[src/rtl/tt_check_pkg.sv]
// tt_check_pkg: shared state encodings and settle-timer width for truth_table_checker.
package tt_check_pkg;
  localparam int TIMER_W = 8;
  localparam logic [1:0] ST_IDLE   = 2'd0;
  localparam logic [1:0] ST_SETTLE = 2'd1;
  localparam logic [1:0] ST_SAMPLE = 2'd2;
  localparam logic [1:0] ST_DONE   = 2'd3;
  typedef enum logic [1:0] {
    IDLE   = ST_IDLE,
    SETTLE = ST_SETTLE,
    SAMPLE = ST_SAMPLE,
    DONE   = ST_DONE
  } state_t;
endpackage

[src/rtl/tt_settle_timer.sv]
// tt_settle_timer: loadable down-counter that stops at zero and flags it.
module tt_settle_timer
  import tt_check_pkg::*;
(
  input  logic               clk,
  input  logic               reset,
  input  logic               load,
  input  logic [TIMER_W-1:0] load_val,
  input  logic               en,
  output logic               zero
);
  logic [TIMER_W-1:0] count;
  assign zero = count == '0;
  always_ff @(posedge clk) begin
    if (reset) count <= '0;
    else if (load) count <= load_val;
    else if (en && !zero) count <= count - 1'b1;
  end
endmodule

[config.mk]
export PLATFORM = sky130hd
export DESIGN_NAME = tt_settle_timer
export DESIGN_NICKNAME = d
export VERILOG_FILES = /design/src/rtl/tt_check_pkg.sv /design/src/rtl/tt_settle_timer.sv
export SDC_FILE = /design/constraint.sdc
export NUM_CORES = 1
export LEC_CHECK = 0
export CORE_AREA = 2 2 39 41
export CTS_CLUSTER_DIAMETER = 200
export DETAILED_ROUTE_END_ITERATION = 10
export DIE_AREA = 0 0 41 43
export GPL_TIMING_DRIVEN = 0
export PLACE_DENSITY = 0.69
export SYNTH_ARGS = -nofsm -noshare
export SYNTH_HDL_FRONTEND = slang
export SYNTH_SLANG_ARGS = --single-unit
[constraint.sdc]
create_clock -name clk -period 5.1 [get_ports clk]
set_clock_uncertainty 0.2 [all_clocks]
set_input_delay 1.275 -clock clk [delete_from_list [all_inputs] [get_ports clk]]
set_output_delay 1.275 -clock clk [all_outputs]
set_load 0.02 [all_outputs]
==> impl_metrics.csv, run 1 <==
group,metric,value,unit
routing,drc,0,
cts,post_cts_resized,0,
cts,cts_made_buffers,3,
setup_path,crit_required,3.62,ns
setup_path,worst_path_max_delay_cell,"clkdlybuf4s50_1",
global_routing,grt_use_total,0.156,
routing,dr.pass1.iters,4,
global_routing,grt_max_degree,11,
cells_and_area,largest_reg_flops,8,
synthesis,syn_area_per_cell,8.74,µm²
cells_and_area,top_register,"count",
sta,rsz0062_at_grt,"false",
cells_and_area,stdcell_area,668,µm²
placed_design,dpl_cell_area,646,µm²
sta,post-route-period-util,0.689,
setup_path,endpoint,"zero",
cts,worstSkewPairLatency,0.26,ns
routing,vias,501,
setup_path,r2r-start,"count[2]$_SDFFE_PP0P_",
setup_path,worstSetupStartpoint,"count[2]$_SDFFE_PP0P_",
outcome,status,"finished, final reports clean",
cts,cts_tree,"yes",
setup_path,arrival,2.04,ns
synthesis,ys.flop_type,"dfxtp_1",
cells_and_area,layout_commonest_cell,"clkdlybuf4s50_1",
cts,cts_hold_buf,0,
cells_and_area,biggestRegsByFlops,"count: 8 flops",
cts,postCtsSetupRepairBufs,0,
setup_path,crit_buf_inv,1,
cells_and_area,layout.nets,89,
synthesis,synth_seq_area_share,0.311,
placed_design,dp_worst_setup_slack,1.87,ns
sta,slew_violations,0,
synthesis,yosys_warnings,0,
floorplanning,die_w,41,µm
routing,wire_per_inst,12.7,µm
power_and_ir_drop,power_leakage,0.234,nW
routing,antenna_left,0,
global_routing,grt_pass1_vias,452,
global_routing,grt_overflow,0,
power_and_ir_drop,vdd_drop_max,0.127,mV
sta,period_needed,3.51,ns
cells_and_area,layout-drive-gt1-share,0.151,
sta,slew_headroom,0.679,
synthesis,syn_nets,73,
global_routing,antenna_found_initial,0,
job,drv_cap,0,
placed_design,dpl.hpwl,858,µm
routing,routed_via_density,5.63,
sta,finalHoldViolations,0,
synthesis,syn-cell-area,515,µm²
global_routing,grt_pass1_wl,1.82,mm
cts,clk_path_buf_depth,2,
setup_path,path_class,"flop to output port",
power_and_ir_drop,power,176,µW
setup_path,critPathTopFamily,"simple AND/OR/NAND/NOR gates",
setup_path,reg2reg_to,"count[5]$_SDFFE_PP0P_",
floorplanning,core,1380,µm²
floorplanning,die_h,43,µm
setup_path,r2r_setup_slack,3.01,ns
synthesis,postSynthCellCount,59,
sta,fin_ws,1.59,ns
setup_path,cp-start-kind,"flop",
cts,cts.sinks,8,
floorplanning,io_pins,13,
sta,fin_setup_tns,0,ns
synthesis,synth_seq_cells,8,
routing,drtIter0Drc,13,
placed_design,gp_congestion,0.703,
cts,cts_root_buffer,"clkbuf_4",
cells_and_area,syn2layout_area_growth,29.6,%
floorplanning,start_util,0.373,
cells_and_area,layout_common_cells,"clkdlybuf4s50_1 (11), dfxtp_1 (8), nor2_1 (6), a21oi_1 (5), inv_1 (4)",
synthesis,async_reset_ff_frac,0,
cells_and_area,diodes,0,
setup_path,cp_cell_sequence,"or4_4 > nor4_1 > clkdlybuf4s50_1",
placed_design,io_buffers,11,
setup_path,max_stage_delay,0.64,ns
synthesis,synth_edf_count,0,
routing,routed_wl,1.13,mm
floorplanning,num_rows,14,
cts,clkSlewWorstSetupHoldPaths,0.05,ns
setup_path,r2r.worst_path.cells,4,
cts,ctsHtreeMaxLevel,1,
sta,tightest_slew,0.480,ns
sta,clock.fmax,285,MHz
setup_path,cp-end-kind,"output port",
synthesis,synthDistinctLibCells,28,
setup_path,cp.depth,3,
worst_hold_path,min_path_type,"flop to flop",
setup_path,cp_max_fo,6,
power_and_ir_drop,power.density,264,nW/µm²
sta,setup_violations,0,
floorplanning,die_area,1760,µm²
## metrics by stage
step | hold slack, ns | utilization | std cells
after floorplan | 0.279 | - | 59
after global placement | 0.306 | 0.467 | 86
after detailed placement | 0.313 | 0.467 | 86
after CTS | 0.324 | 0.483 | 89
after global routing | 0.349 | 0.483 | 89
final | 0.334 | 0.483 | 89
## kinds of logic (layout without fill, tap and decap cells)
logic type	Yosys count	count (layout)	synth area share
simple gates	22	22	0.272
mux	1	1	0.0194
flops	8	8	0.311
fa+ha+maj	2	2	0.0485
compound gates	16	16	0.248
buf+inv	7	21	0.0509
xor+xnor	3	3	0.0510
## layout make-up
| cell class | count | area (µm²) |
|---|---|---|
| Fill cell | 141 | 716 |
| Multi-Input combinational cell | 44 | 329 |
| Clock buffer | 3 | 22.5 |
| Tap cell | 16 | 20.0 |
| Timing Repair Buffer | 11 | 110 |
| Sequential cell | 8 | 160 |
| Buffer | 2 | 7.51 |
| Inverter | 5 | 18.8 |
## layer usage
metal  track usage  routed length (µm)
met5             0                   0
met1         0.172                 484
met3        0.0314                  55
met2         0.244                 556
met4         0.120                  37
## power by group
group	total, mW	internal, mW	switching (mW)
clock network	0.0503	0.0270	0.0232
logic	0.0509	0.0272	0.0236
registers	0.0751	0.0682	0.00694
total	0.176	0.122	0.0538
## worst register-to-register path: stages, from the launching register on
cell and delay [ns]:
dfxtp_1 0.36, or4_4 0.60, o41ai_4 0.42, o31ai_1 0.14, a311oi_1 0.28
## cells in the mapped netlist, types with 2 or more instances
cell	number	area, µm²
a21oi_1	5	25.0
inv_1	4	15.0
ha_1	2	25.0
xnor2_1	3	26.3
nand2_1	2	7.51
nor2_1	6	22.5
a311oi_1	2	17.5
o21ai_0	3	15.0
or4_1	2	15.0
dfxtp_1	8	160
or4_2	2	17.5
nor3b_1	3	22.5
or3_2	2	15.0
## worst min path at each step
stage | to | depth (start not counted) | slack, ns | startpoint
floorplan | count[5]$_SDFFE_PP0P_ | 2 | 0.28 | count[5]$_SDFFE_PP0P_
global placement | count[5]$_SDFFE_PP0P_ | 2 | 0.31 | count[5]$_SDFFE_PP0P_
detailed placement | count[5]$_SDFFE_PP0P_ | 2 | 0.31 | count[5]$_SDFFE_PP0P_
CTS | count[5]$_SDFFE_PP0P_ | 2 | 0.32 | count[5]$_SDFFE_PP0P_
global route | count[5]$_SDFFE_PP0P_ | 2 | 0.35 | count[5]$_SDFFE_PP0P_
finish | count[5]$_SDFFE_PP0P_ | 2 | 0.33 | count[5]$_SDFFE_PP0P_
No activity file was read; power rests on OpenSTA's default activity.
==> run 2: changes to the inputs <==
--- a/config.mk
+++ b/config.mk
@@ -10,7 +10,7 @@
 export DETAILED_ROUTE_END_ITERATION = 10
 export DIE_AREA = 0 0 41 43
 export GPL_TIMING_DRIVEN = 0
-export PLACE_DENSITY = 0.69
+export PLACE_DENSITY = 0.72
 export SYNTH_ARGS = -nofsm -noshare
 export SYNTH_HDL_FRONTEND = slang
 export SYNTH_SLANG_ARGS = --single-unit
==> constraint.sdc (replaced) <==
create_clock -name clk -period 2.9 [get_ports clk]
set_clock_uncertainty 0.2 [all_clocks]
set_input_delay 0.725 -clock clk [delete_from_list [all_inputs] [get_ports clk]]
set_output_delay 0.725 -clock clk [all_outputs]
set_load 0.02 [all_outputs]
==> run 2 against run 1 <==
Compared with the run above:
- critical path type unchanged
- flip-flop and latch count unchanged
- utilization down 0.090 points
- sequential share of layout area about the same
- cell count unchanged
- clock-buffer cell count unchanged
==> impl_metrics.csv, run 2 (same netlist as run 1, synthesis figures left out) <==
group,metric,value,unit
outcome,status,"finished, final reports clean",
setup_path,worst_path_max_delay_cell,"or4_4",
cells_and_area,largest_reg_flops,8,
cts,cts_tree,"yes",
setup_path,worstSetupStartpoint,"count[2]$_SDFFE_PP0P_",
routing,dr.pass1.iters,4,
cells_and_area,layout.nets,89,
setup_path,r2r_setup_slack,0.82,ns
floorplanning,die_w,41,µm
routing,drc,0,
global_routing,grt_use_total,0.132,
cts,clkSlewWorstSetupHoldPaths,0.06,ns
power_and_ir_drop,power.density,457,nW/µm²
job,drv_cap,0,
global_routing,grt_max_degree,11,
sta,slew_violations,0,
routing,routed_wl,1.01,mm
cells_and_area,syn2layout_area_growth,29.4,%
sta,tightest_slew,0.488,ns
global_routing,antenna_found_initial,0,
cts,clk_path_buf_depth,2,
setup_path,cp_cell_sequence,"or4_4 > nor4_1 > dlygate4sd2_1",
floorplanning,die_area,1760,µm²
cells_and_area,biggestRegsByFlops,"count: 8 flops",
sta,hold_ws,0.334,ns
sta,post-route-period-util,0.910,
sta,rsz0062_at_grt,"false",
placed_design,io_buffers,11,
sta,fin_setup_tns,0,ns
routing,wl_met1,479,µm
global_routing,grt_overflow,0,
sta,slew_headroom,0.674,
routing,routed_via_density,5.39,
cts,cts.sinks,8,
setup_path,max_stage_delay,0.59,ns
cts,cts_made_buffers,3,
worst_hold_path,min_path_type,"flop to flop",
power_and_ir_drop,vdd_drop_max,0.258,mV
cells_and_area,layout_commonest_cell,"clkdlybuf4s50_1",
sta,period_needed,2.64,ns
cts,cts_root_buffer,"clkbuf_4",
routing,drtIter0Drc,7,
floorplanning,num_rows,14,
placed_design,dpl.hpwl,763,µm
setup_path,r2r-start,"count[2]$_SDFFE_PP0P_",
setup_path,cp-end-kind,"output port",
routing,wl_met3,39,µm
setup_path,crit_required,1.98,ns
routing,vias,480,
placed_design,gp_congestion,0.724,
sta,finalHoldViolations,0,
cells_and_area,layout_common_cells,"clkdlybuf4s50_1 (10), dfxtp_1 (8), nor2_1 (6), a21oi_1 (5), inv_1 (4)",
setup_path,arrival,1.71,ns
setup_path,path_class,"flop to output port",
floorplanning,start_util,0.373,
cells_and_area,diodes,0,
global_routing,grt_pass1_wl,1.55,mm
sta,clock.fmax,379,MHz
routing,wl_met2,469,µm
cts,ctsHtreeMaxLevel,1,
cts,worstSkewPairLatency,0.25,ns
floorplanning,die_h,43,µm
setup_path,cp_max_fo,6,
setup_path,cp-start-kind,"flop",
floorplanning,core,1380,µm²
cells_and_area,top_register,"count",
routing,antenna_left,0,
power_and_ir_drop,power_leakage,0.238,nW
routing,wire_per_inst,11.4,µm
global_routing,grt_pass1_vias,408,
cts,postCtsSetupRepairBufs,0,
cells_and_area,layout-drive-gt1-share,0.151,
sta,setup_violations,0,
routing,highest_layer,"met4",
worst_hold_path,hold_path_startpoint,"count[5]$_SDFFE_PP0P_",
floorplanning,io_pins,13,
## run 2: worst max-delay path, delay by kind of cell, from the launching register on
kind / cells / cell delay (ns)
DFF: 1 / 0.35
buffers and inverters: 1 / 0.36
and+or+nand+nor: 2 / 0.76
## run 2: metrics by stage
step           worst slack (ns)  instances  power [mW]  area [µm²]  utilization
2_1_floorplan             0.429         59       0.192         515            -
3_3_place_gp              0.236         86       0.220         646        0.467
3_5_place_dp              0.237         86       0.221         646        0.467
4_1_cts                   0.257         89       0.307         667        0.482
5_1_grt                   0.163         89       0.323         667        0.482
6_report                  0.262         89       0.305         667        0.482
## run 2: repair_timing
| action | CTS | global route |
|---|---|---|
| resized for setup | 1 | 0 |
| hold buffers | 0 | 0 |
| setup endpoints to repair | 1 | 0 |
## run 2: cell type report
class | count | area, µm²
plain buffers | 2 | 7.51
fillers | 137 | 717
multi-input cells | 44 | 329
repair buffers | 11 | 109
well taps | 16 | 20.0
inverters | 5 | 18.8
flip-flops and latches | 8 | 160
clock buffers | 3 | 22.5
## run 2: worst paths after layout
| path | to | cells after the start |
|---|---|---|
| max reg2reg | count[5]$_SDFFE_PP0P_ | 4 |
| min reg2reg | count[5]$_SDFFE_PP0P_ | 2 |
| min | count[5]$_SDFFE_PP0P_ | 2 |
| max | zero | 3 |
## run 2: metal layers
metal,global-route usage,up-vias
li1,-,250
met5,0,-
met4,0.0800,0
met1,0.139,218
met3,0.0314,2
met2,0.219,10
## run 2: power breakdown
part           total, mW  internal, mW  switching, mW  leakage [nW]
logic             0.0868        0.0464         0.0403         0.157
registers          0.131         0.120         0.0109        0.0665
clock network     0.0875        0.0475         0.0400        0.0138
==> run 3: changes to the inputs <==
==> constraint.sdc (replaced) <==
create_clock -name clk -period 2.4 [get_ports clk]
set_clock_uncertainty 0.2 [all_clocks]
set_input_delay 0.6 -clock clk [delete_from_list [all_inputs] [get_ports clk]]
set_output_delay 0.6 -clock clk [all_outputs]
set_load 0.02 [all_outputs]
==> run 3 against run 2 <==
Compared with the run above:
- non-clock buffer count is the same
- clock power grew 20%
- setup slack worse by 0.15 ns
- total power rose by 22%
- routed wire length increased by 1.7%
- clock-buffer cell count did not move
- critical path depth stayed put
- largest power group unchanged
- highest routed layer unchanged
==> impl_metrics.csv, run 3 (same netlist as run 1, synthesis figures left out) <==
group,metric,value,unit
global_routing,grt_overflow,0,
setup_path,cp-end-kind,"output port",
sta,slew_violations,0,
setup_path,cp_max_fo,5,
cells_and_area,biggestRegsByFlops,"count: 8 flops",
cells_and_area,stdcell_area,672,µm²
sta,post-route-period-util,0.952,
cts,cts_hold_buf,0,
sta,clock.fmax,438,MHz
cells_and_area,syn2layout_area_growth,30.3,%
setup_path,max_stage_delay,0.58,ns
floorplanning,die_h,43,µm
global_routing,antenna_found_initial,0,
floorplanning,num_rows,14,
cells_and_area,layout_commonest_cell,"clkdlybuf4s50_1",
cells_and_area,final_cells,89,
sta,period_needed,2.28,ns
cells_and_area,layout.nets,89,
setup_path,cp_cell_sequence,"or4_4 > nor4_2 > buf_4",
placed_design,dpl_cell_area,646,µm²
routing,routed_via_density,5.31,
global_routing,grt_max_degree,11,
placed_design,dpl.hpwl,763,µm
floorplanning,die_w,41,µm
cts,clk_path_buf_depth,2,
cts,cts_root_buffer,"clkbuf_4",
routing,routed_wl,1.03,mm
cts,worstSkewPairLatency,0.25,ns
setup_path,crit_required,1.60,ns
outcome,status,"finished, final reports clean",
placed_design,io_buffers,11,
cts,ctsHtreeMaxLevel,1,
power_and_ir_drop,power.density,552,nW/µm²
routing,vias,473,
placed_design,placed_cells,86,
cells_and_area,diodes,0,
setup_path,arrival,1.48,ns
global_routing,grt_use_total,0.132,
cells_and_area,fillers,138,
routing,drc,0,
floorplanning,start_util,0.373,
routing,drtIter0Drc,7,
global_routing,grt_pass1_wl,1.55,mm
global_routing,grt_pass1_vias,408,
sta,setup_violations,0,
routing,antenna_left,0,
cells_and_area,layout-drive-gt1-share,0.178,
setup_path,cp-start-kind,"flop",
floorplanning,io_pins,13,
cts,cts_made_buffers,3,
sta,finalHoldViolations,0,
setup_path,worst_path_max_delay_cell,"or4_4",
floorplanning,core,1380,µm²
power_and_ir_drop,power_leakage,0.236,nW
job,drv_cap,0,
routing,wire_per_inst,11.6,µm
cells_and_area,largest_reg_flops,8,
routing,dr.pass1.iters,2,
floorplanning,die_area,1760,µm²
cells_and_area,top_register,"count",
cts,cts.sinks,8,
sta,rsz0062_at_grt,"false",
setup_path,r2r_setup_slack,0.35,ns
power_and_ir_drop,vdd_drop_max,0.311,mV
setup_path,path_class,"flop to output port",
cts,cts_tree,"yes",
sta,tightest_slew,0.488,ns
worst_hold_path,min_path_type,"flop to flop",
cells_and_area,layout_common_cells,"clkdlybuf4s50_1 (10), dfxtp_1 (8), nor2_1 (6), a21oi_1 (5), inv_1 (4)",
cts,postCtsSetupRepairBufs,0,
sta,hold_ws,0.338,ns
sta,fin_setup_tns,0,ns
sta,slew_headroom,0.673,
placed_design,gp_congestion,0.724,
cts,clkSlewWorstSetupHoldPaths,0.06,ns
## run 3: cell types whose count changed in the layout (fill, tap and decap cells not counted), sizes merged
cell / delta
dlygate4sd2: -1
buf: +1
## run 3: layout make-up
type | count | area, µm² | area share
buffer | 2 | 7.51 | 0.0112
sequential | 8 | 160 | 0.238
tap | 16 | 20.0 | 0.0298
inverter | 5 | 18.8 | 0.0279
timing repair buffer | 11 | 108 | 0.160
clock buffer | 3 | 22.5 | 0.0335
multi-input combinational | 44 | 335 | 0.499
## run 3: per-layer routing
layer	up-vias	GRT usage	part of all wire
li1	250	-	-
met1	213	0.139	0.49
met2	8	0.219	0.46
met3	2	0.0314	0.032
met4	0	0.0800	0.017
met5	-	0	0
## run 3: stage by stage
step | worst slack, ns | power, mW | util
6_report | 0.115 | 0.371 | 0.486
5_1_grt | 0.0583 | 0.393 | 0.486
4_1_cts | 0.0384 | 0.370 | 0.479
3_5_place_dp | -0.138 | 0.267 | 0.467
3_3_place_gp | -0.139 | 0.266 | 0.467
2_1_floorplan | 0.0542 | 0.232 | -
## run 3: report_power, final
| group | switching (mW) | internal (mW) |
|---|---|---|
| Combinational | 0.0500 | 0.0573 |
| Sequential | 0.0138 | 0.145 |
| Clock | 0.0475 | 0.0574 |
## run 3: path summary, 6_finish.rpt
path / startpoint / to / cells after the start
min reg2reg: count[5]$_SDFFE_PP0P_ / count[5]$_SDFFE_PP0P_ / 2
min: count[5]$_SDFFE_PP0P_ / count[5]$_SDFFE_PP0P_ / 2
max: count[5]$_SDFFE_PP0P_ / zero / 3
max reg2reg: count[5]$_SDFFE_PP0P_ / count[5]$_SDFFE_PP0P_ / 4
## run 3: critical path, delay by kind of cell (launching register included)
kind | cells | cell delay, ns
flip-flops | 1 | 0.33
AND/OR/NAND/NOR | 2 | 0.73
buffers and inverters | 1 | 0.18
## run 3: what timing repair did
action	in CTS	in global routing
setup endpoints to repair	1	1
pin swaps	0	1
gates resized for setup	5	2
